`src/rtl/uart_port.sv`:
```
// Full-duplex UART endpoint: byte FIFOs toward the CPU side, configurable frame
// format and runtime baud divisor toward the pins, sticky receive error flags.
module uart_port_fifo #(
  parameter int W  = 8,
  parameter int AW = 4
) (
  input  logic         CLK,
  input  logic         RST,
  input  logic         push,
  input  logic [W-1:0] din,
  input  logic         pop,
  output logic [W-1:0] dout,
  output logic         full,
  output logic         empty
);
  logic [W-1:0] mem [2**AW];
  logic [AW:0]  wptr, rptr;
  logic         do_push, do_pop;

  assign empty   = (wptr == rptr);
  assign full    = (wptr[AW] != rptr[AW]) && (wptr[AW-1:0] == rptr[AW-1:0]);
  assign do_pop  = pop && !empty;
  // a pop in the same cycle frees the slot, so a push on a full FIFO is accepted
  assign do_push = push && (!full || do_pop);
  assign dout    = empty ? '0 : mem[rptr[AW-1:0]];

  always_ff @(posedge CLK or posedge RST) begin
    if (RST) begin
      wptr <= '0;
      rptr <= '0;
    end else begin
      if (do_push) wptr <= wptr + (AW+1)'(1);
      if (do_pop)  rptr <= rptr + (AW+1)'(1);
    end
  end

  always_ff @(posedge CLK) begin
    if (do_push) mem[wptr[AW-1:0]] <= din;
  end
endmodule

module uart_port #(
  parameter int DATA_BITS = 8,
  parameter int PARITY    = 1,
  parameter int STOP_BITS = 1,
  parameter int FIFO_AW   = 4,
  parameter int DIV_W     = 16
) (
  input  logic             CLK,
  input  logic             RST,
  input  logic [DIV_W-1:0] baud_div,
  input  logic             send_flag,
  input  logic [7:0]       send_data,
  output logic             sendable,
  input  logic             recv_flag,
  output logic [7:0]       recv_data,
  output logic             receivable,
  output logic             tx_busy,
  output logic             err_parity,
  output logic             err_frame,
  output logic             err_overrun,
  input  logic             err_clear,
  output logic             Tx,
  input  logic             Rx
);
  typedef enum logic [2:0] {S_IDLE, S_START, S_DATA, S_PARITY, S_STOP} state_t;
  localparam logic ODD = (PARITY == 2);

  logic [DIV_W-1:0] div_c;
  assign div_c = (baud_div < DIV_W'(4)) ? DIV_W'(4) : baud_div;

  logic unused_hi;
  assign unused_hi = ^send_data;

  // ---------------- transmit ----------------
  logic [DATA_BITS-1:0] tx_head, tx_sh, tx_sh_d;
  logic                 tx_empty, tx_full, tx_pop, tx_par, tx_par_d, tx_line;
  logic [DIV_W-1:0]     tx_cnt, tx_cnt_d, tx_div, tx_div_d;
  logic [3:0]           tx_bit, tx_bit_d;
  state_t               tx_state, tx_state_d;

  uart_port_fifo #(.W(DATA_BITS), .AW(FIFO_AW)) u_tx_fifo (
    .CLK(CLK), .RST(RST), .push(send_flag), .din(send_data[DATA_BITS-1:0]),
    .pop(tx_pop), .dout(tx_head), .full(tx_full), .empty(tx_empty)
  );
  assign sendable = !tx_full;

  always_ff @(posedge CLK or posedge RST) begin
    if (RST) begin
      tx_state <= S_IDLE;
      tx_cnt   <= '0;
      tx_div   <= '0;
      tx_bit   <= '0;
      tx_sh    <= '0;
      tx_par   <= 1'b0;
      Tx       <= 1'b1;
      tx_busy  <= 1'b0;
    end else begin
      tx_state <= tx_state_d;
      tx_cnt   <= tx_cnt_d;
      tx_div   <= tx_div_d;
      tx_bit   <= tx_bit_d;
      tx_sh    <= tx_sh_d;
      tx_par   <= tx_par_d;
      // the pin lags the state by one cycle, giving the FIFO-write/pop/start pipeline
      Tx       <= tx_line;
      tx_busy  <= (tx_state != S_IDLE);
    end
  end

  always_comb begin
    tx_state_d = tx_state;
    tx_cnt_d   = tx_cnt;
    tx_div_d   = tx_div;
    tx_bit_d   = tx_bit;
    tx_sh_d    = tx_sh;
    tx_par_d   = tx_par;
    tx_pop     = 1'b0;
    tx_line    = 1'b1;
    case (tx_state)
      S_IDLE: tx_pop = !tx_empty;
      S_START: begin
        tx_line = 1'b0;
        if (tx_cnt == '0) begin
          tx_state_d = S_DATA;
          tx_cnt_d   = tx_div - DIV_W'(1);
          tx_bit_d   = '0;
        end else tx_cnt_d = tx_cnt - DIV_W'(1);
      end
      S_DATA: begin
        tx_line = tx_sh[0];
        if (tx_cnt == '0) begin
          tx_sh_d  = tx_sh >> 1;
          tx_cnt_d = tx_div - DIV_W'(1);
          if (tx_bit == 4'(DATA_BITS - 1)) begin
            tx_bit_d   = '0;
            tx_state_d = (PARITY != 0) ? S_PARITY : S_STOP;
          end else tx_bit_d = tx_bit + 4'd1;
        end else tx_cnt_d = tx_cnt - DIV_W'(1);
      end
      S_PARITY: begin
        tx_line = tx_par;
        if (tx_cnt == '0) begin
          tx_state_d = S_STOP;
          tx_cnt_d   = tx_div - DIV_W'(1);
          tx_bit_d   = '0;
        end else tx_cnt_d = tx_cnt - DIV_W'(1);
      end
      S_STOP: begin
        if (tx_cnt == '0) begin
          if (tx_bit == 4'(STOP_BITS - 1)) begin
            // chain straight into the next frame when more data is queued
            if (!tx_empty) tx_pop = 1'b1;
            else tx_state_d = S_IDLE;
          end else begin
            tx_bit_d = tx_bit + 4'd1;
            tx_cnt_d = tx_div - DIV_W'(1);
          end
        end else tx_cnt_d = tx_cnt - DIV_W'(1);
      end
      default: tx_state_d = S_IDLE;
    endcase
    if (tx_pop) begin
      tx_state_d = S_START;
      tx_sh_d    = tx_head;
      tx_par_d   = ^tx_head ^ ODD;
      tx_div_d   = div_c;
      tx_cnt_d   = div_c - DIV_W'(1);
      tx_bit_d   = '0;
    end
  end

  // ---------------- receive ----------------
  logic                 rx_m, rx_s, rx_pbit, rx_pbit_d, rx_done, par_ok;
  logic [DATA_BITS-1:0] rx_sh, rx_sh_d, rx_byte, rx_head;
  logic [DIV_W-1:0]     rx_cnt, rx_cnt_d, rx_div, rx_div_d;
  logic [3:0]           rx_bit, rx_bit_d;
  logic                 evt_push, evt_frame, evt_par, evt_ovr, rx_full, rx_empty;
  state_t               rx_state, rx_state_d;

  assign par_ok  = (PARITY == 0) || (rx_pbit == (^rx_sh ^ ODD));
  assign evt_ovr = evt_push && rx_full && !recv_flag;

  uart_port_fifo #(.W(DATA_BITS), .AW(FIFO_AW)) u_rx_fifo (
    .CLK(CLK), .RST(RST), .push(evt_push), .din(rx_byte),
    .pop(recv_flag), .dout(rx_head), .full(rx_full), .empty(rx_empty)
  );
  assign receivable = !rx_empty;
  assign recv_data  = 8'(rx_head);

  always_ff @(posedge CLK or posedge RST) begin
    if (RST) begin
      rx_m        <= 1'b1;
      rx_s        <= 1'b1;
      rx_state    <= S_IDLE;
      rx_cnt      <= '0;
      rx_div      <= '0;
      rx_bit      <= '0;
      rx_sh       <= '0;
      rx_pbit     <= 1'b0;
      rx_byte     <= '0;
      evt_push    <= 1'b0;
      evt_frame   <= 1'b0;
      evt_par     <= 1'b0;
      err_parity  <= 1'b0;
      err_frame   <= 1'b0;
      err_overrun <= 1'b0;
    end else begin
      rx_m        <= Rx;
      rx_s        <= rx_m;
      rx_state    <= rx_state_d;
      rx_cnt      <= rx_cnt_d;
      rx_div      <= rx_div_d;
      rx_bit      <= rx_bit_d;
      rx_sh       <= rx_sh_d;
      rx_pbit     <= rx_pbit_d;
      rx_byte     <= rx_sh;
      // stop bit outranks parity, parity outranks overrun
      evt_frame   <= rx_done && !rx_s;
      evt_par     <= rx_done && rx_s && !par_ok;
      evt_push    <= rx_done && rx_s && par_ok;
      err_parity  <= (err_parity  && !err_clear) || evt_par;
      err_frame   <= (err_frame   && !err_clear) || evt_frame;
      err_overrun <= (err_overrun && !err_clear) || evt_ovr;
    end
  end

  always_comb begin
    rx_state_d = rx_state;
    rx_cnt_d   = rx_cnt;
    rx_div_d   = rx_div;
    rx_bit_d   = rx_bit;
    rx_sh_d    = rx_sh;
    rx_pbit_d  = rx_pbit;
    rx_done    = 1'b0;
    case (rx_state)
      S_IDLE: begin
        if (!rx_s) begin
          rx_state_d = S_START;
          rx_div_d   = div_c;
          rx_cnt_d   = (div_c >> 1) - DIV_W'(1);
        end
      end
      S_START: begin
        if (rx_cnt == '0) begin
          rx_state_d = rx_s ? S_IDLE : S_DATA;
          rx_cnt_d   = rx_div - DIV_W'(1);
          rx_bit_d   = '0;
        end else rx_cnt_d = rx_cnt - DIV_W'(1);
      end
      S_DATA: begin
        if (rx_cnt == '0) begin
          rx_sh_d  = {rx_s, rx_sh[DATA_BITS-1:1]};
          rx_cnt_d = rx_div - DIV_W'(1);
          if (rx_bit == 4'(DATA_BITS - 1)) rx_state_d = (PARITY != 0) ? S_PARITY : S_STOP;
          else rx_bit_d = rx_bit + 4'd1;
        end else rx_cnt_d = rx_cnt - DIV_W'(1);
      end
      S_PARITY: begin
        if (rx_cnt == '0) begin
          rx_pbit_d  = rx_s;
          rx_cnt_d   = rx_div - DIV_W'(1);
          rx_state_d = S_STOP;
        end else rx_cnt_d = rx_cnt - DIV_W'(1);
      end
      S_STOP: begin
        if (rx_cnt == '0) begin
          rx_done    = 1'b1;
          rx_state_d = S_IDLE;
        end else rx_cnt_d = rx_cnt - DIV_W'(1);
      end
      default: rx_state_d = S_IDLE;
    endcase
  end
endmodule

```
`config.mk`:
```
export PLATFORM = sky130hd
export DESIGN_NAME = uart_port
export DESIGN_NICKNAME = d
export VERILOG_FILES = /design/src/rtl/uart_port.sv
export SDC_FILE = /design/constraint.sdc
export NUM_CORES = 1
export LEC_CHECK = 0
export ABC_AREA = 1
export ABC_CLOCK_PERIOD_IN_PS = 5600
export CAP_MARGIN = 20
export CORE_ASPECT_RATIO = 0.8
export CORE_MARGIN = 1
export CORE_UTILIZATION = 35
export CTS_CLUSTER_DIAMETER = 80
export DETAILED_ROUTE_END_ITERATION = 12
export DONT_BUFFER_PORTS = 1
export MAX_ROUTING_LAYER = met4
export PLACE_DENSITY = 0.5
export SLEW_MARGIN = 20
export SYNTH_ARGS = -nofsm -noshare
export SYNTH_HDL_FRONTEND = slang
export SYNTH_SLANG_ARGS = --single-unit
```
`constraint.sdc`:
```
create_clock -name CLK -period 5.6 [get_ports CLK]
set_input_delay 0.56 -clock CLK [delete_from_list [all_inputs] [get_ports CLK]]
set_output_delay 0.56 -clock CLK [all_outputs]
set_load 0.05 [all_outputs]
```
==> reports/summary.txt <==
Share of the synthesized area in the top cell type: 42.1%
Cells after Synth: 1,882
First drt pass iteration count: 6
Outcome: complete, no violations
Fraction of layout cells with a size suffix above 1: 6.72%
Slowest CP cell: dfrtp_2
Initial Util: 35.6%
CP max stage delay: 760 ps
CP cell instances: buf_4 > clkinv_1 > buf_4 > nor2_1 > o32ai_1 > nand2_1 > a31oi_1 > buf_4
RSZ-0062 raised after global routing: no
TritonCTS clock tree: built
Ys Warns: 0
Period utilisation layout: 72.5%
Fillers: 5,095
Top post-synthesis cells by count: nor2_1 (342), nand2_1 (316), edfxtp_1 (256)
Clock Skew: 16.1 ps
Largest net degree at the start of global routing: 92
Slew Viols, Final: 0
CTS max path bufs: 3
Cell Rows: 74
HPWL after DPL: 30,600 µm
Most area-consuming cells after synthesis: edfxtp_1 (42%), dfrtp_1 (18%), nor2_1 (7.0%), nand2_1 (6.5%), o21ai_0 (5.0%)
Power density over the cells: 543 mW/mm²
Area leader, netlist: edfxtp_1
Ports: 45
Core area: 0.0513 mm²
Sinks on Clock Net: 390
Area occupied by multi-input gates: 0.00626 mm²
Min cycle time layout: 4060 ps
First-pass GRT wire length: 72,800 µm
Ant. Diodes: 0
Max_slew headroom: 30.5%
Fin Hold WS: 8.15 ps
Post-synth ARST share: 34.4%
Die Y: 206 µm
Top_reg_cell synth: edfxtp_1
Wire length per cell after detailed routing: 18.0 µm
Worst Path Required: 5040 ps
Slew @ Worst Pin: 1040 ps
Clk pin slew, worst setup/hold paths: 60 ps
Die area: 0.0531 mm²
Worst-path fanout max: 38
Die Width: 257 µm
Final Net Count: 1,921
Final WL: 46,500 µm
Max-Cap Viols: 0
Residual DRC count: 0
CP most frequent cell: buf_4
Syn_nets: 1,930
Reg area: 0.0110 mm²
Initial antenna violation count: 0
Worst setup path category: reg2out
# H-tree levels: 2
Starting DRT DRC Count: 1,132
Core Util, Final: 39.7%
Final setup violation count: 0
Maximum VDD drop: 0.268 mV
Skew-Pair Late Insertion Delay: 590 ps
Buffers & Inverters on Critical Path: 4
Port bufs: 0
Worst EP arrival: 3500 ps
CP delay by family, top: buffers and inverters
Leak: 7.79 nW
GRT overflow: 0
Most frequent cell after synthesis: nor2_1
Achievable frequency: 246 MHz
Root Driver: clkbuf_16
Hold Violations, Final: 0
Final ANT Viol Nets: 0
Tot GR Track Use: 18.2%
Setup TNS: 0 ps
Area delta synth->final: 11.4%
Setup crit end kind: output pin
Flop and latch count out of synthesis: 390
Cts bufs inserted: 42
Post-synth cell types: 53
Routed vias: 12,900
Vias/cell: 4.99
Sequential fraction of the synthesis area: 60.5%
Mapped cell area: 0.0183 mm²
Routability congestion estimate from global placement: 0.880
Number of enable flip-flop cells after synthesis: 256
Worst setup SP type: flop
Vias in the first global route: 12,300
Mean Syn Cell Area: 9.71 µm²
Hold/Removal Path Class: in2async
## power breakdown
part | internal (mW) | switching (mW) | total (mW)
clock | 1.63 | 1.18 | 2.81
combinational | 1.31 | 2.97 | 4.28
sequential | 3.53 | 0.430 | 3.96
total | 6.48 | 4.58 | 11.1
## timing repair
| action | 4_1_cts | 5_1_grt |
|---|---|---|
| resized for setup | 0 | 0 |
| hold buffers | 1 | 0 |
| setup endpoints to repair | 0 | 0 |
| setup buffers | 0 | 0 |
| endpoints found under the hold margin | 1 | 0 |
## layout by cell type, fill, tap and decap left out, types with 14 or more instances in the layout
master	count
xnor2_1	18
ha_1	18
o21ai_0	183
o221ai_1	14
a21oi_1	36
clkbuf_16	42
inv_1	159
o32ai_1	19
xor2_1	47
buf_4	15
nand3_1	97
nor2_1	342
dfrtp_1	128
edfxtp_1	256
nor3_1	16
nand2_1	316
## flip-flops by register name, indices dropped and copies added, names as in the netlist, 4 cells and up
name and flops:
u_rx_fifo.mem 128, u_tx_fifo.mem 128, rx_cnt 16, rx_div 16, tx_cnt 16, tx_div 16
rx_byte 8, rx_sh 8, tx_sh 8, u_rx_fifo.rptr 5, u_rx_fifo.wptr 5, u_tx_fifo.rptr 5
u_tx_fifo.wptr 5, rx_bit 4, tx_bit 4
## path summary, 6_finish.rpt
kind / cells after the start / slack, ps / to / startpoint
setup reg to reg: 10 / 1860 / u_rx_fifo.mem[8][5] / u_rx_fifo.rptr[1]
min in group CLK: 0 / 60 / u_tx_fifo.mem[4][5] / send_data[5]
hold reg to reg: 0 / 370 / rx_s / rx_m
hold / removal: 1 / 8 / rx_div[0] / RST
setup / recovery: 8 / 1540 / recv_data[7] / u_rx_fifo.rptr[0]
max in group asynchronous: 2 / 4430 / u_rx_fifo.rptr[0] / RST
## metrics by stage
step                worst slack (ps)  total power [mW]  instances  instance area (µm²)
floorplan                       1460              7.21       1882                18300
global placement                2030              8.24       2512                18900
detailed placement              1900              8.29       2512                18900
CTS                             1530              11.1       2589                20300
global route                    1290              11.9       2589                20300
finish                          1540              11.1       2589                20300
## layer usage
layer | GRT usage, % | routed length, µm
met1 | 27.2 | 23800
met3 | 3.19 | 2710
met5 | - | 0
met4 | 4.59 | 841
met2 | 25.3 | 19200
## cell families (layout without fill, tap and decap cells)
family | after synthesis | in the layout | synth area share, %
xor gates and xnor gates | 65 | 65 | 3.12
buffers and inverters | 246 | 269 | 5.34
muxes | 13 | 13 | 0.712
and+or+nand+nor | 829 | 829 | 18.9
AOI/OAI and AO/OA | 321 | 321 | 10.2
DFF | 390 | 390 | 60.5
adders and majority gates | 18 | 18 | 1.23
## final cells by class
cell class / count / share of cell area (%)
Timing Repair Buffer: 16 / 0.603
Inverter: 177 / 3.29
Sequential cell: 390 / 54.3
Clock inverter: 21 / 1.21
Clock buffer: 55 / 5.60
Tap cell: 684 / 4.21
Multi-Input combinational cell: 1246 / 30.8
Note: power is estimated with default switching activity, not from simulation.
